==> src/rtl/gyro_bias_cal.sv <==
`default_nettype none
// ============================================================================
// Module : gyro_bias_cal
// Averages 2^CAL_LOG2 samples per axis into a bias estimate, then streams
// bias-corrected, saturated and deadbanded gyro rates.
// Rev    : 1.0  initial release
// ============================================================================

module gyro_bias_cal #(
  parameter int CAL_LOG2 = 8,
  parameter int DEADBAND = 16
) (
  input  logic               clk_100mhz,
  input  logic               rst_in,
  input  logic signed [15:0] gx_in,
  input  logic signed [15:0] gy_in,
  input  logic signed [15:0] gz_in,
  input  logic               valid_in,
  input  logic               recal_in,
  output logic signed [15:0] gx_out,
  output logic signed [15:0] gy_out,
  output logic signed [15:0] gz_out,
  output logic               valid_out,
  output logic               cal_done_out,
  output logic signed [15:0] bias_x_out,
  output logic signed [15:0] bias_y_out,
  output logic signed [15:0] bias_z_out
);

  localparam int                  c_ACC_W    = 16 + CAL_LOG2;
  localparam logic [CAL_LOG2-1:0] c_LAST_CNT = {CAL_LOG2{1'b1}};
  localparam logic [CAL_LOG2-1:0] c_CNT_ONE  = CAL_LOG2'(1);
  localparam logic [16:0]         c_DEADBAND = 17'(DEADBAND);

  typedef enum logic [0:0] {
    S_CAL = 1'b0,
    S_RUN = 1'b1
  } state_t;

  state_t r_state;
  state_t w_next_state;

  logic signed [15:0]        w_raw  [3];
  logic signed [c_ACC_W-1:0] r_acc  [3];
  logic signed [c_ACC_W-1:0] w_sum  [3];
  logic signed [15:0]        w_avg  [3];
  logic signed [15:0]        w_corr [3];
  logic signed [15:0]        r_bias [3];
  logic signed [15:0]        r_out  [3];
  logic [CAL_LOG2-1:0]       r_cnt;
  logic                      r_valid;
  logic                      w_cal_last;
  logic                      w_cal_take;
  logic                      w_run_take;

  // 17-bit difference, clamp to 16 bits, then zero anything inside the deadband.
  function automatic logic signed [15:0] f_correct(
    input logic signed [15:0] raw,
    input logic signed [15:0] bias
  );
    logic signed [16:0] diff;
    logic signed [15:0] sat;
    logic signed [16:0] sat_ext;
    logic        [16:0] mag;
    diff = {raw[15], raw} - {bias[15], bias};
    if (diff > 17'sd32767) begin
      sat = 16'sh7FFF;
    end else if (diff < -17'sd32768) begin
      sat = 16'sh8000;
    end else begin
      sat = diff[15:0];
    end
    sat_ext = {sat[15], sat};
    mag     = sat_ext[16] ? -sat_ext : sat_ext;
    return (mag <= c_DEADBAND) ? 16'sd0 : sat;
  endfunction

  assign w_raw[0] = gx_in;
  assign w_raw[1] = gy_in;
  assign w_raw[2] = gz_in;

  generate
    for (genvar a = 0; a < 3; a++) begin : g_axis
      assign w_sum[a]  = r_acc[a] + {{CAL_LOG2{w_raw[a][15]}}, w_raw[a]};
      assign w_avg[a]  = 16'(w_sum[a] >>> CAL_LOG2);
      assign w_corr[a] = f_correct(w_raw[a], r_bias[a]);
    end
  endgenerate

  // A recal in the same cycle always suppresses the sample it arrives with.
  assign w_cal_take = (r_state == S_CAL) && valid_in && !recal_in;
  assign w_cal_last = w_cal_take && (r_cnt == c_LAST_CNT);
  assign w_run_take = (r_state == S_RUN) && valid_in && !recal_in;

  always_ff @(posedge clk_100mhz) begin
    if (rst_in) begin
      r_state <= S_CAL;
    end else begin
      r_state <= w_next_state;
    end
  end

  always_comb begin
    w_next_state = r_state;
    case (r_state)
      S_CAL:   if (w_cal_last) w_next_state = S_RUN;
      S_RUN:   if (recal_in)   w_next_state = S_CAL;
      default: w_next_state = S_CAL;
    endcase
  end

  always_ff @(posedge clk_100mhz) begin
    if (rst_in) begin
      r_cnt   <= '0;
      r_valid <= 1'b0;
      for (int a = 0; a < 3; a++) begin
        r_acc[a]  <= '0;
        r_bias[a] <= '0;
        r_out[a]  <= '0;
      end
    end else begin
      r_valid <= w_run_take;
      if (recal_in || w_cal_last) begin
        r_cnt <= '0;
        for (int a = 0; a < 3; a++) r_acc[a] <= '0;
      end else if (w_cal_take) begin
        r_cnt <= r_cnt + c_CNT_ONE;
        for (int a = 0; a < 3; a++) r_acc[a] <= w_sum[a];
      end
      if (w_cal_last) begin
        for (int a = 0; a < 3; a++) r_bias[a] <= w_avg[a];
      end
      if (w_run_take) begin
        for (int a = 0; a < 3; a++) r_out[a] <= w_corr[a];
      end
    end
  end

  assign gx_out       = r_out[0];
  assign gy_out       = r_out[1];
  assign gz_out       = r_out[2];
  assign valid_out    = r_valid;
  assign cal_done_out = (r_state == S_RUN);
  assign bias_x_out   = r_bias[0];
  assign bias_y_out   = r_bias[1];
  assign bias_z_out   = r_bias[2];

endmodule

`default_nettype wire
==> config.mk <==
export PLATFORM = sky130hd
export DESIGN_NAME = gyro_bias_cal
export DESIGN_NICKNAME = d
export VERILOG_FILES = /design/src/rtl/gyro_bias_cal.sv
export SDC_FILE = /design/constraint.sdc
export NUM_CORES = 1
export LEC_CHECK = 0
export BUFFER_PORTS_ARGS = -buffer_cell sky130_fd_sc_hd__buf_2
export CORE_UTILIZATION = 40
export CTS_CLUSTER_DIAMETER = 200
export DETAILED_ROUTE_END_ITERATION = 16
export SLEW_MARGIN = 5
export SYNTH_ARGS = -nofsm -noshare
export SYNTH_HDL_FRONTEND = slang
export SYNTH_SLANG_ARGS = --single-unit
==> constraint.sdc <==
create_clock -name clk_100mhz -period 8.1 [get_ports clk_100mhz]
set_clock_uncertainty 0.1 [all_clocks]
set_input_delay 1.215 -clock clk_100mhz [delete_from_list [all_inputs] [get_ports clk_100mhz]]
set_output_delay 1.215 -clock clk_100mhz [all_outputs]
set_load 0.02 [all_outputs]
# Word-level counts from Yosys, hierarchy flattened

Memory sizes are Yosys's and may differ from the RTL's.
Cells that the tools add are included.

Register bits after elaboration: 10
Bits in latches: 0
Bits in writable memories: 168
Memory bits (read-only): 0
Bits of input ports: 52
Output and inout port bits: 98
Memories kept: 3

Memories:

| memory | depth | width | read ports | clocked after memory_dff | wr ports | RTL line | text |
|---|---|---|---|---|---|---|---|
| r_acc  | 3     | 24    | 3          | 0                        | 3        | 44       | `logic signed [c_ACC_W-1:0] r_acc [3];` |
| r_bias | 3     | 16    | 3          | 0                        | 3        | 48       | `logic signed [15:0] r_bias [3];` |
| r_out  | 3     | 16    | 3          | 0                        | 3        | 49       | `logic signed [15:0] r_out [3];` |

Add/sub/neg operators: 10
Multiply operators: 0
Div/mod/pow operators: 0
$lt $le $gt $ge: 9
Eq/ne operators: 1
Shift-type cells: 0
Multiplexer cells: 41
Bitwise logic cells: 13
Reductions and logical operators: 8

Operator list:

| operator                                                        | count |
|---|---|
| 2-to-1 mux 16 bit                                               | 15 |
| 2-to-1 mux 24 bit                                               | 6 |
| adder 24 bit                                                    | 3 |
| > comparator 17 x 16 -> 1 bit, second input constant            | 3 |
| less-or-equal comparator 17 x 5 -> 1 bit, second input constant | 3 |
| less-than comparator 17 x 16 -> 1 bit, second input constant    | 3 |
| 2-to-1 mux 17 bit                                               | 3 |
| negation 16 -> 17 bit                                           | 3 |
| subtractor 16 x 16 -> 17 bit                                    | 3 |
| 2-to-1 mux 1 bit                                                | 16 |
| OR 1 bit                                                        | 12 |
| adder 8 x 1 -> 8 bit, second input constant                     | 1 |
| == test 8 bit, second input constant                            | 1 |
| logical AND 1 bit                                               | 5 |
| case mux 1 bit (2 select lines)                                 | 1 |
| OR reduction 2 bit                                              | 1 |
| logical NOT 1 bit                                               | 1 |
| logical OR 1 bit                                                | 1 |
| NOT 1 bit                                                       | 1 |

# Logic depth before layout (Yosys ltp)

Word-level depth: 10
Gate-level depth with buffers: 22
Gate-level depth less buffers: 20

# Least setup slack after synthesis

No wires, ideal clock.

Path kind: input -> register
From: input gx_in[4]
To: memory r_out[0][0] (data pin)
Setup time: 268 ps
Arrival: 5,612 ps
Slack: 2,119 ps
Cell stages on the path: 21
Cell sequence: ha_1 > a21o_1 > or3_1 > o21ai_2 > o211ai_1 > mux2i_1 > or2_2 > clkbuf_1 > nor2_1 > a21o_1 > ha_1 > inv_1 > a211o_1 > nor2_1 > nand3b_1 > o32a_1 > o21ai_1 > mux2_2 > a221oi_4 > buf_6 > nor3_1

RTL lines:

| element     | RTL line | text |
|---|---|---|
| from (decl) | 15       | `input logic signed [15:0] gx_in,` |
| to (decl)   | 49       |  |

==> flow_summary.yaml <==
outcome:
  outcome: "complete, no violations"
clock_tree:
  post_cts_buffers: 0
  cts_root_buffer: "clkbuf_16"
  numClockSinks: 178
  cts_resized: 0
  cts_buffer_depth: 2
  path_clk_slew_ns: 0.07
  cts_tree: "yes"
  numCtsBuffers: 17
  cts_max_level: 4
  cts_hold_buf: 0
  clock_latency_ns: 0.45
pwr:
  leakagePower_nw: 6.69
  power_mw: 2.89
  p_switching_mw: 1.01
  p_clk_share_pct: 29.1
  p_int_mw: 1.88
  p_comb_share_pct: 33.4
  seq_power_share_pct: 37.5
  ir_worst_vdd_uv: 151
  p_per_area_nw_per_um2: 182
  power_switching_share_pct: 35.0
worst_hold_path:
  hold_path_class: "flip-flop to flip-flop"
  min_to: "r_cnt[2]"
  whs_path_depth: 2
  hold_start: "r_cnt[2]"
synthesis:
  seq_area_frac_synth_pct: 37.2
  synth-async-reset-ratio_pct: 0
  ys.flop_type: "edfxtp_1"
  synth_cell_types: 88
  synth_area_um2: 14100
  syn_avg_cell_area_um2: 9.16
  synth_edf_count: 168
  synth_xor_area_share_pct: 6.89
  yosysWarningCount: 0
  synthMuxAreaShare_pct: 0.949
  synth-adder-area-share_pct: 12.4
  synth-compound-area-share_pct: 20.4
  synth_top_family_by_area: "compound AO/OA/AOI/OAI gates"
  ys_seq_elements: 178
  syn-num-nets: 1719
  netlist_instances: 1540
  synthSimpleGateAreaFrac_pct: 18.3
routing:
  drcViolationCount: 0
  drtPass1Iterations: 6
  routedWlPerCell_um: 17.1
  num_vias: 11900
  routed_wl_um: 36600
  antenna_left: 0
  vias_per_cell: 5.57
  first_iter_violations: 733
global_routing:
  grt_pass1_vias: 11300
  grt_pass1_wl_um: 58600
  antenna_found_initial: 4
  track_usage_pct: 20.5
  grt_max_degree: 50
  grt_overflow: 0
critical_path:
  r2r-end: "r_out[0][6]"
  required_ns: 8.16
  critPathLaunch: "gx_in[4]"
  worstPathArrival_ns: 6.34
  crit_path_end_kind: "flip-flop"
  worstReg2RegStart: "r_bias[0][4]"
  crit_type: "primary input to flip-flop"
  worst_setup_path_start_kind: "primary input"
  critPathMaxFanout: 21
  r2r_slack_ns: 2.27
  reg2reg_depth: 20
finish:
  nets: 1846
  drive_gt1_share_pct: 14.0
  areaGrowthSynthToFinish_pct: 12.5
  fin_cells: 2137
  fillers: 3372
floorplan:
  die_w_um: 190
  coreArea_um2: 34600
  die_area_um2: 36000
  die_h_um: 190
  io_pins: 150
  num_rows: 68
  start_util_pct: 40.8
job:
  max_cap_viol_count: 0
sta:
  hold_viol_final: 0
  rsz0062_at_grt: "false"
  slew_violations: 0
  final.setup.tns_ns: 0
  finalCritPeriodShare_pct: 77.5
  period_needed_ns: 6.27
  max_freq_ghz: 0.159
  setup_violations: 0
  worst_pin_slew_ns: 1.18
  maxSlewHeadroom_pct: 21.5
placement:
  place_inst: 2103
  port_buffers: 149
  dpl.hpwl_um: 27600
  place_congestion: 0.901
-- cell type report --
| class | instances | area [µm²] | share of cell area [%] |
|---|---|---|---|
| antenna | 2 | 5.00 | 0.0315 |
| clock inverter | 10 | 101 | 0.639 |
| multi-input combinational | 1223 | 8330 | 52.5 |
| tap | 455 | 569 | 3.59 |
| clock buffer | 22 | 475 | 3.00 |
| inverter | 90 | 339 | 2.14 |
| timing repair buffer | 157 | 806 | 5.08 |
| sequential | 178 | 5250 | 33.0 |
-- cells in the final DEF (no fill, tap or decap), types with 21 or more instances in the layout --
cell type / count
o21a_1: 28
nor3_1: 45
nand2b_1: 26
nor2b_1: 21
a31oi_1: 21
inv_1: 88
buf_2: 149
a21o_1: 46
a211oi_1: 21
nor2_1: 214
a21oi_1: 110
nand3_1: 34
edfxtp_1: 168
ha_1: 121
o21ai_0: 79
xor2_1: 44
xnor2_1: 67
nand2_1: 95
-- worst max-delay path, cell delays in order --
cell	delay [ns]
buf_2	0.11
ha_1	0.34
a21o_1	0.20
or3_1	0.32
o21ai_2	0.28
o211ai_1	0.18
mux2i_1	0.18
or2_2	0.48
nor2_1	0.25
a21o_1	0.14
ha_1	0.30
inv_1	0.11
a211o_1	0.28
nor2_1	0.17
nand3b_1	0.15
o32a_1	0.31
o21ai_1	0.13
mux2_2	0.37
a221oi_4	0.67
nor2_1	0.12
-- routing by layer --
layer / vias to the layer above / global-route usage [%] / share of wire, %
met1: 5670 / 27.7 / 47
met5: - / 0 / 0.11
met2: 276 / 33.8 / 47
li1: 5908 / - / -
met4: 6 / 5.49 / 1.5
met3: 39 / 3.25 / 4.4
-- power by group through the flow --
stage	clock (mW)	combinational, mW	sequential [mW]
floorplan	0	0.700	1.13
global placement	0	0.943	1.10
detailed placement	0	0.952	1.10
CTS	0.862	0.959	1.08
global route	0.891	1.07	1.09
finish	0.840	0.965	1.08
-- flip-flops by register name (all words and copies together), names as in the netlist --
signal and cells:
r_acc 72, r_bias 48, r_out 48, r_cnt 8, cal_done_out 1, valid_out 1
-- cell usage after synthesis (34+ instances only) --
library cell / count / area (µm²)
nand2_1: 95 / 357
o21ai_0: 79 / 395
edfxtp_1: 168 / 5040
clkbuf_1: 39 / 146
a21o_1: 46 / 345
ha_1: 121 / 1510
inv_1: 89 / 334
nor2_1: 214 / 803
nor3_1: 45 / 225
xor2_1: 44 / 385
xnor2_1: 67 / 587
a21oi_1: 110 / 551
nand3_1: 34 / 170
-- how the worst max path moves through the flow --
| stage | endpoint | slack (ns) |
|---|---|---|
| 5_1_grt | r_out[0][7] | 1.44 |
| 6_report | r_out[0][6] | 1.83 |
| 2_1_floorplan | r_out[0][0] | 2.12 |
| 3_3_place_gp | r_out[0][9] | 1.57 |
| 3_5_place_dp | r_out[0][10] | 1.40 |
| 4_1_cts | r_out[0][6] | 1.87 |
-- stage by stage --
step	instance area, µm²	utilization (%)	hold slack (ns)	setup WS, ns
after floorplan	14100	-	0.371	2.12
after CTS	15900	45.8	0.423	1.87
after global placement	15300	44.2	0.392	1.57
final	15900	45.8	0.416	1.83
after detailed placement	15300	44.2	0.404	1.40
after global routing	15900	45.8	0.460	1.44
-- cell families after synthesis --
family                     count (synthesis)
and+or+nand+nor                          534
AOI/OAI and AO/OA                        427
DFF                                      178
buffers and inverters                    139
adders and majority gates                139
xor gates and xnor gates                 111
muxes                                     12
Note: power is estimated with default switching activity, not from simulation.
